**config.mk**
```make
export PLATFORM = sky130hd
export DESIGN_NAME = sync_fifo_param
export DESIGN_NICKNAME = d
export VERILOG_FILES = /design/src/rtl/fifo_pkg.sv /design/src/rtl/fifo_regfile.sv /design/src/rtl/sync_fifo_param.sv
export SDC_FILE = /design/constraint.sdc
export NUM_CORES = 1
export LEC_CHECK = 0
export BUFFER_PORTS_ARGS = -buffer_cell sky130_fd_sc_hd__buf_2
export CAP_MARGIN = 10
export CORE_ASPECT_RATIO = 1.2
export CORE_MARGIN = 2
export CORE_UTILIZATION = 45
export CTS_BUF_LIST = sky130_fd_sc_hd__clkbuf_2
export DETAILED_ROUTE_END_ITERATION = 7
export GPL_TIMING_DRIVEN = 0
export PLACE_DENSITY = 0.68
export SKIP_LAST_GASP = 1
export SLEW_MARGIN = 40
export SYNTH_ARGS = -nofsm -noshare
export SYNTH_HDL_FRONTEND = slang
export SYNTH_SLANG_ARGS = --single-unit
```
**constraint.sdc**
```tcl
create_clock -name clk -period 3.2 [get_ports clk]
set_input_delay 0.16 -clock clk [delete_from_list [all_inputs] [get_ports clk]]
set_output_delay 0.16 -clock clk [all_outputs]
set_load 0.02 [all_outputs]
```
**src/rtl/fifo_pkg.sv**
```systemverilog
// Shared FIFO definitions: width helper, status bundle and parameter legality check.
package fifo_pkg;

  typedef struct packed {
    logic full;
    logic empty;
    logic almost_full;
    logic almost_empty;
    logic overflow;
    logic underflow;
  } fifo_status_t;

  // Ceiling log2; returns 0 for n <= 1.
  function automatic int unsigned clog2(input int unsigned n);
    int unsigned w;
    w = 0;
    while ((64'd1 << w) < 64'(n)) w = w + 1;
    return w;
  endfunction

  function automatic bit params_ok(input int unsigned width,
                                   input int unsigned depth,
                                   input int unsigned af_level,
                                   input int unsigned ae_level);
    return (width >= 1) && (depth >= 2) && ((depth & (depth - 1)) == 0) &&
           (af_level >= 1) && (af_level <= depth) && (ae_level < depth);
  endfunction

endpackage

```
**src/rtl/fifo_regfile.sv**
```systemverilog
// DEPTH x WIDTH storage: synchronous write port, asynchronous read port, no reset.
module fifo_regfile
  import fifo_pkg::*;
#(
  parameter int unsigned WIDTH = 8,
  parameter int unsigned DEPTH = 32,
  localparam int unsigned PTR_W = clog2(DEPTH)
) (
  input  logic             clk,
  input  logic             we,
  input  logic [PTR_W-1:0] waddr,
  input  logic [WIDTH-1:0] wdata,
  input  logic [PTR_W-1:0] raddr,
  output logic [WIDTH-1:0] rdata
);

  logic [WIDTH-1:0] mem [DEPTH];

  always_ff @(posedge clk) begin
    if (we) mem[waddr] <= wdata;
  end

  assign rdata = mem[raddr];

endmodule

```
**src/rtl/sync_fifo_param.sv**
```systemverilog
// Parametrised single-clock FIFO with fill count, threshold flags, sticky
// error flags and a selectable registered / first-word-fall-through read port.
module sync_fifo_param
  import fifo_pkg::*;
#(
  parameter int unsigned WIDTH    = 8,
  parameter int unsigned DEPTH    = 32,
  parameter int unsigned AF_LEVEL = DEPTH - 4,
  parameter int unsigned AE_LEVEL = 4,
  parameter bit          FWFT     = 1'b0
) (
  input  logic                  clk,
  input  logic                  rst,
  input  logic                  wr,
  input  logic [WIDTH-1:0]      data_in,
  input  logic                  rd,
  output logic [WIDTH-1:0]      data_out,
  output logic                  full,
  output logic                  empty,
  output logic                  almost_full,
  output logic                  almost_empty,
  output logic [clog2(DEPTH):0] count,
  output logic                  overflow,
  output logic                  underflow,
  input  logic                  err_clr
);

  localparam int unsigned PTR_W = clog2(DEPTH);
  localparam int unsigned CNT_W = PTR_W + 1;

  if (!params_ok(WIDTH, DEPTH, AF_LEVEL, AE_LEVEL)) begin : g_bad_params
    $error("sync_fifo_param: illegal WIDTH/DEPTH/AF_LEVEL/AE_LEVEL combination");
  end

  logic [PTR_W-1:0] wr_ptr;
  logic [PTR_W-1:0] rd_ptr;
  logic [WIDTH-1:0] rd_data;
  logic             rd_ok;
  logic             wr_ok;
  fifo_status_t     status;

  // A write into a full FIFO still lands when a read frees a slot this cycle.
  assign rd_ok = rd & ~empty;
  assign wr_ok = wr & (~full | rd_ok);

  fifo_regfile #(
    .WIDTH (WIDTH),
    .DEPTH (DEPTH)
  ) u_regfile (
    .clk   (clk),
    .we    (wr_ok),
    .waddr (wr_ptr),
    .wdata (data_in),
    .raddr (rd_ptr),
    .rdata (rd_data)
  );

  // Pointers, occupancy and sticky error flags; a new error beats err_clr.
  always_ff @(posedge clk) begin
    if (rst) begin
      wr_ptr    <= '0;
      rd_ptr    <= '0;
      count     <= '0;
      overflow  <= 1'b0;
      underflow <= 1'b0;
    end else begin
      if (wr_ok) wr_ptr <= wr_ptr + PTR_W'(1);
      if (rd_ok) rd_ptr <= rd_ptr + PTR_W'(1);
      case ({wr_ok, rd_ok})
        2'b10:   count <= count + CNT_W'(1);
        2'b01:   count <= count - CNT_W'(1);
        default: count <= count;
      endcase
      if (wr & ~wr_ok)  overflow <= 1'b1;
      else if (err_clr) overflow <= 1'b0;
      if (rd & empty)   underflow <= 1'b1;
      else if (err_clr) underflow <= 1'b0;
    end
  end

  assign status = '{
    full:         (count == CNT_W'(DEPTH)),
    empty:        (count == CNT_W'(0)),
    almost_full:  (count >= CNT_W'(AF_LEVEL)),
    almost_empty: (count <= CNT_W'(AE_LEVEL)),
    overflow:     overflow,
    underflow:    underflow
  };

  assign full         = status.full;
  assign empty        = status.empty;
  assign almost_full  = status.almost_full;
  assign almost_empty = status.almost_empty;

  if (FWFT) begin : g_fwft
    assign data_out = rd_data;
  end else begin : g_registered
    always_ff @(posedge clk) begin
      if (rst)        data_out <= '0;
      else if (rd_ok) data_out <= rd_data;
    end
  end

endmodule

```
# Yosys cells after proc, flatten, opt, wreduce, memory -nomap -nowiden
# Memory sizes are Yosys's and may differ from the RTL's. A register that Yosys moved wholly into a read port is not among the register bits.
# Index checks and enable logic that the tools add are counted.
# op_classes
n_reduce_logical,4
magnitude_cmp,2
bitwise,8
add_sub_neg,4
eq_ne,3
muxes,6
# ops
op,n
$pmux 6 s2,1
$add 5x1->5 const B,2
$add 6x1->6 const B,1
$eq 6x6->1 const B,1
$ge 6x5->1 const B,1
$le 6x3->1 const B,1
$logic_not 6->1,1
$reduce_bool 2->1,3
$sub 6x1->6 const B,1
$mux 1,5
$and 1x1->1,4
$not 1->1,3
$eq 2x1->1 const B,1
$eq 2x2->1 const B,1
$or 1x1->1,1
# totals
output_inout_bits,20
mem_bits_rw,256
input_bits,13
word_cells,33
n_memories,1
ff_bits,18
# mem_list
memory,words,width,read_ports,rd_ports_with_merged_regs,write_ports,line_no,text
u_regfile.mem,32,8,1,1,1,fifo_regfile.sv:17,logic [WIDTH-1:0] mem [DEPTH];

# Logic depth before layout (Yosys ltp)
# depth
ltp_word,8
ltp_mapped,11

# Cells and area by module
# From an unflattened synthesis, not the netlist that was laid out.
# hier_totals
cells_unflattened,576
area_unflattened_um2,11255.8
# modules_own_cells
module,instances,cells_each,area_per_inst_um2
fifo_regfile,1,409,9893.2
sync_fifo_param,1,167,1362.6

# Least setup slack after synthesis
# Ideal clock, no wire load.
# synth_timing
path_kind,reg-to-reg
from,reg count[0]
to,reg count[5]
required_time_ns,3.077
period_less_slack_ns,2.850
arrival_ns,2.727
setup_slack_ns,0.350
path_stages_with_launch,11
path_cell_list,dfxtp_1 > or4_1 > buf_6 > o31ai_4 > nor2_1 > ha_1 > a211oi_1 > o21bai_1 > a21oi_1 > mux2i_1 > mux2_1
# synth_via
elab_chain_len,7
# synth_rtl
item,line_no,text
from (decl),sync_fifo_param.sv:22,"output logic [clog2(DEPTH):0] count,"
from (signal assigned),sync_fifo_param.sv:70,2'b10: count <= count + CNT_W'(1);
from (signal assigned),sync_fifo_param.sv:71,2'b01: count <= count - CNT_W'(1);
from (signal assigned),sync_fifo_param.sv:72,default: count <= count;
$logic_not 6->1,sync_fifo_param.sv:83,"empty: (count == CNT_W'(0)),"
$not 1->1,sync_fifo_param.sv:43,assign rd_ok = rd & ~empty;
$and 1x1->1,sync_fifo_param.sv:43,
$or 1x1->1,sync_fifo_param.sv:44,assign wr_ok = wr & (~full | rd_ok);
$and 1x1->1,sync_fifo_param.sv:44,
$eq 2x1->1 / $eq 2x2->1 (equally long branches),sync_fifo_param.sv:69,"case ({wr_ok, rd_ok})"
$pmux 6 s2 / $reduce_bool 2->1 (equally long branches),-,
# Several ways; a longest one is shown, not always the timed one.
# A chain may end at the register's enable or synchronous reset.

# Worst setup path in the final report
# Same ends and word-level chain as after synthesis.

==> metrics <==
status=completed; Clock Path Buffers=3; DR vias=6,430; Iteration-0 DRC Markers=529; hpwl dp=16,600 um; DIE WIDTH=around 150 um; period utilization=between 90% and 100%; sequential fraction of the synthesis area=between 70 and 80%; count of final max-slew check failures=0; most common cell after layout, fill and taps aside=edfxtp_1; startpoint types=register; number of I/O port buffers=31; WL per Instance=22.3 um; worst skew pair latency=between 0.7 and 0.8 ns; Setup CP Type=reg2reg; commonest non-fill, non-tap cells in the layout=edfxtp_1, clkbuf_2, mux2i_1, nor2_1; Worst Skew=~0.045 ns; Post-Syn Instances=between 600 and 700; cts bufs inserted=between 60 and 70; final wirelength=25,300 um; Post-Syn Area=approximately 11,000 sq um; CP Max Fanout=8; CP endpoint kind=register; Max-Cap Viols=0; Ys Warns=0; GPL Wtd Cong=between 0.9 and 1; area grow syn2layout=12.3%; RSZ-0062 raised after global routing=no; maximum number of pins on one net before global-route repair=33; ANT nets after route=0; # setup viols final=0; # IOs=33; Seq cells post-synth=282; syn_area_per_cell=roughly 18 sq um; Post-synth EDFFs=~260; Slew headroom=approximately two fifths; static leakage=between 0.004 and 0.005 uW; Critical Path RT=3.85 ns; final hold viol count=0; fillers=around 2,000; htree depth=3; post-placement setup slack=approximately 0.038 ns; Power Total=about 8600 uW; number of nets in the layout=roughly 780; setup TNS=0 ns; DRC=0; vias per cell=5.67; PwrDens=679 nW/um^2; Initial Utilization=45.7%; initial antenna violation count=1; dpl cells=just under 1,000; Post-Layout Cell Count=1,134; hold crit path type=in2reg; Core ar.=24,700 sq um; first-pass GRT wire length=between 30,000 and 40,000 um; CTS tree=yes; Die H=between 150 and 200 um; drt pass-1 iters=5; Std-Cell Rows=63; Fmax=approximately 330 MHz; post-layout worst setup margin=~0.14 ns; Peak VDD IR=between 200 and 300 uV; GRT Overall Usage=slightly below 20%; Synth cell types=52; CP arrival=between 3 and 4 ns; clock-pin transition on the worst setup and hold timing paths=0.10 ns; CTS sink count=282; CTS root buf=clkbuf_2; Final Critical Period=slightly above 3 ns; Mapped Nets=about 660; die area=between 20,000 and 30,000 sq um; prevailing post-synth register cell=edfxtp_1; total grt overflow=0; worst-margin pin slew=0.872 ns; number of global-route vias before repair=about 6,700; Async SR Flop Fraction=0%; share of cells above drive strength 1=between 20 and 30%
[sequential cells by signal, indices dropped and copies added (netlist names)]
| register | flops |
|---|---|
| u_regfile.mem | 256 |
| data_out | 8 |
| count | 6 |
| rd_ptr | 5 |
| overflow | 1 |
| underflow | 1 |
| wr_ptr | 5 |
[layout make-up]
type,instances,area [sq um],area share [%]
inverters,10,37.5,0.296
plain buffers,36,161,1.27
clock inverters,21,134,1.06
well taps,325,407,3.21
flip-flops and latches,282,8210,64.8
multi-input cells,310,2890,22.8
diodes,1,2.50,0.0198
clock buffers,101,505,3.99
repair buffers,48,323,2.55
[critical path: stages, from the launching register on]
cell and delay (ns):
dfxtp_1 0.37, or4_1 0.55, buf_6 0.16, o31ai_4 0.24, nor2_2 0.12, ha_1 0.32
a211oi_2 0.24, o21bai_1 0.10, a21oi_1 0.23, mux2i_1 0.25, mux2_1 0.35
[power by group]
part | switching [uW] | internal [uW]
Clock | 1350 | 1000
Sequential | 114 | 4140
Combinational | 1160 | 842
[logic make-up (layout without fill, tap and decap cells)]
logic type	count (synthesis)	after routing	share of synthesized area, %
buffers and inverters	46	216	1.76
AO/OA/AOI/OAI	94	94	6.15
multiplexers	100	100	13.3
flip-flops	282	282	72.8
XOR/XNOR	12	12	0.932
adder cells (fa/ha/maj)	10	10	1.18
AND/OR/NAND/NOR	94	94	3.86
other	0	1	0
[cells in the mapped netlist (9+ instances only)]
| cell | instances | area, sq um |
|---|---|---|
| mux2i_1 | 59 | 591 |
| ha_1 | 9 | 113 |
| buf_2 | 9 | 45.0 |
| nand2_1 | 10 | 37.5 |
| inv_1 | 9 | 33.8 |
| dfxtp_1 | 26 | 521 |
| a21oi_1 | 13 | 65.1 |
| edfxtp_1 | 256 | 7690 |
| o21ai_0 | 20 | 100 |
| clkbuf_1 | 20 | 75.1 |
| nor2_1 | 56 | 210 |
| mux4_2 | 40 | 901 |
| a211oi_1 | 9 | 67.6 |
[timing repair]
item	4_1_cts	5_1_grt
hold endpoints to repair	278	0
pin swaps	0	1
gates resized for setup	1	1
setup endpoints to repair	1	1
setup buffers	0	1
hold buffers	16	0
[per-stage QoR]
stage          utilization (%)  area (sq um)  hold slack [ns]
3_3_place_gp              48.0         11800            0.468
4_1_cts                   51.2         12600            0.296
6_report                  51.3         12700            0.364
5_1_grt                   51.3         12700            0.320
3_5_place_dp              48.0         11800            0.499
2_1_floorplan                -         11300            0.259
[worst paths after layout]
path | startpoint | endpoint | slack (ns) | depth (start not counted)
max | count[0] | count[5] | 0.14 | 10
min | rst | count[5] | 0.36 | 4
max reg2reg | count[0] | count[5] | 0.14 | 10
min reg2reg | data_out[0] | data_out[0] | 0.57 | 1
[metal layers]
metal | up-vias | wire, um | global-route usage, %
li1 | 2840 | - | -
met1 | 3275 | 10000 | 24.1
met2 | 273 | 12800 | 32.6
met3 | 42 | 1610 | 4.34
met4 | 0 | 879 | 10.1
met5 | - | 0 | 0
Power figures use the tool's default switching activity.
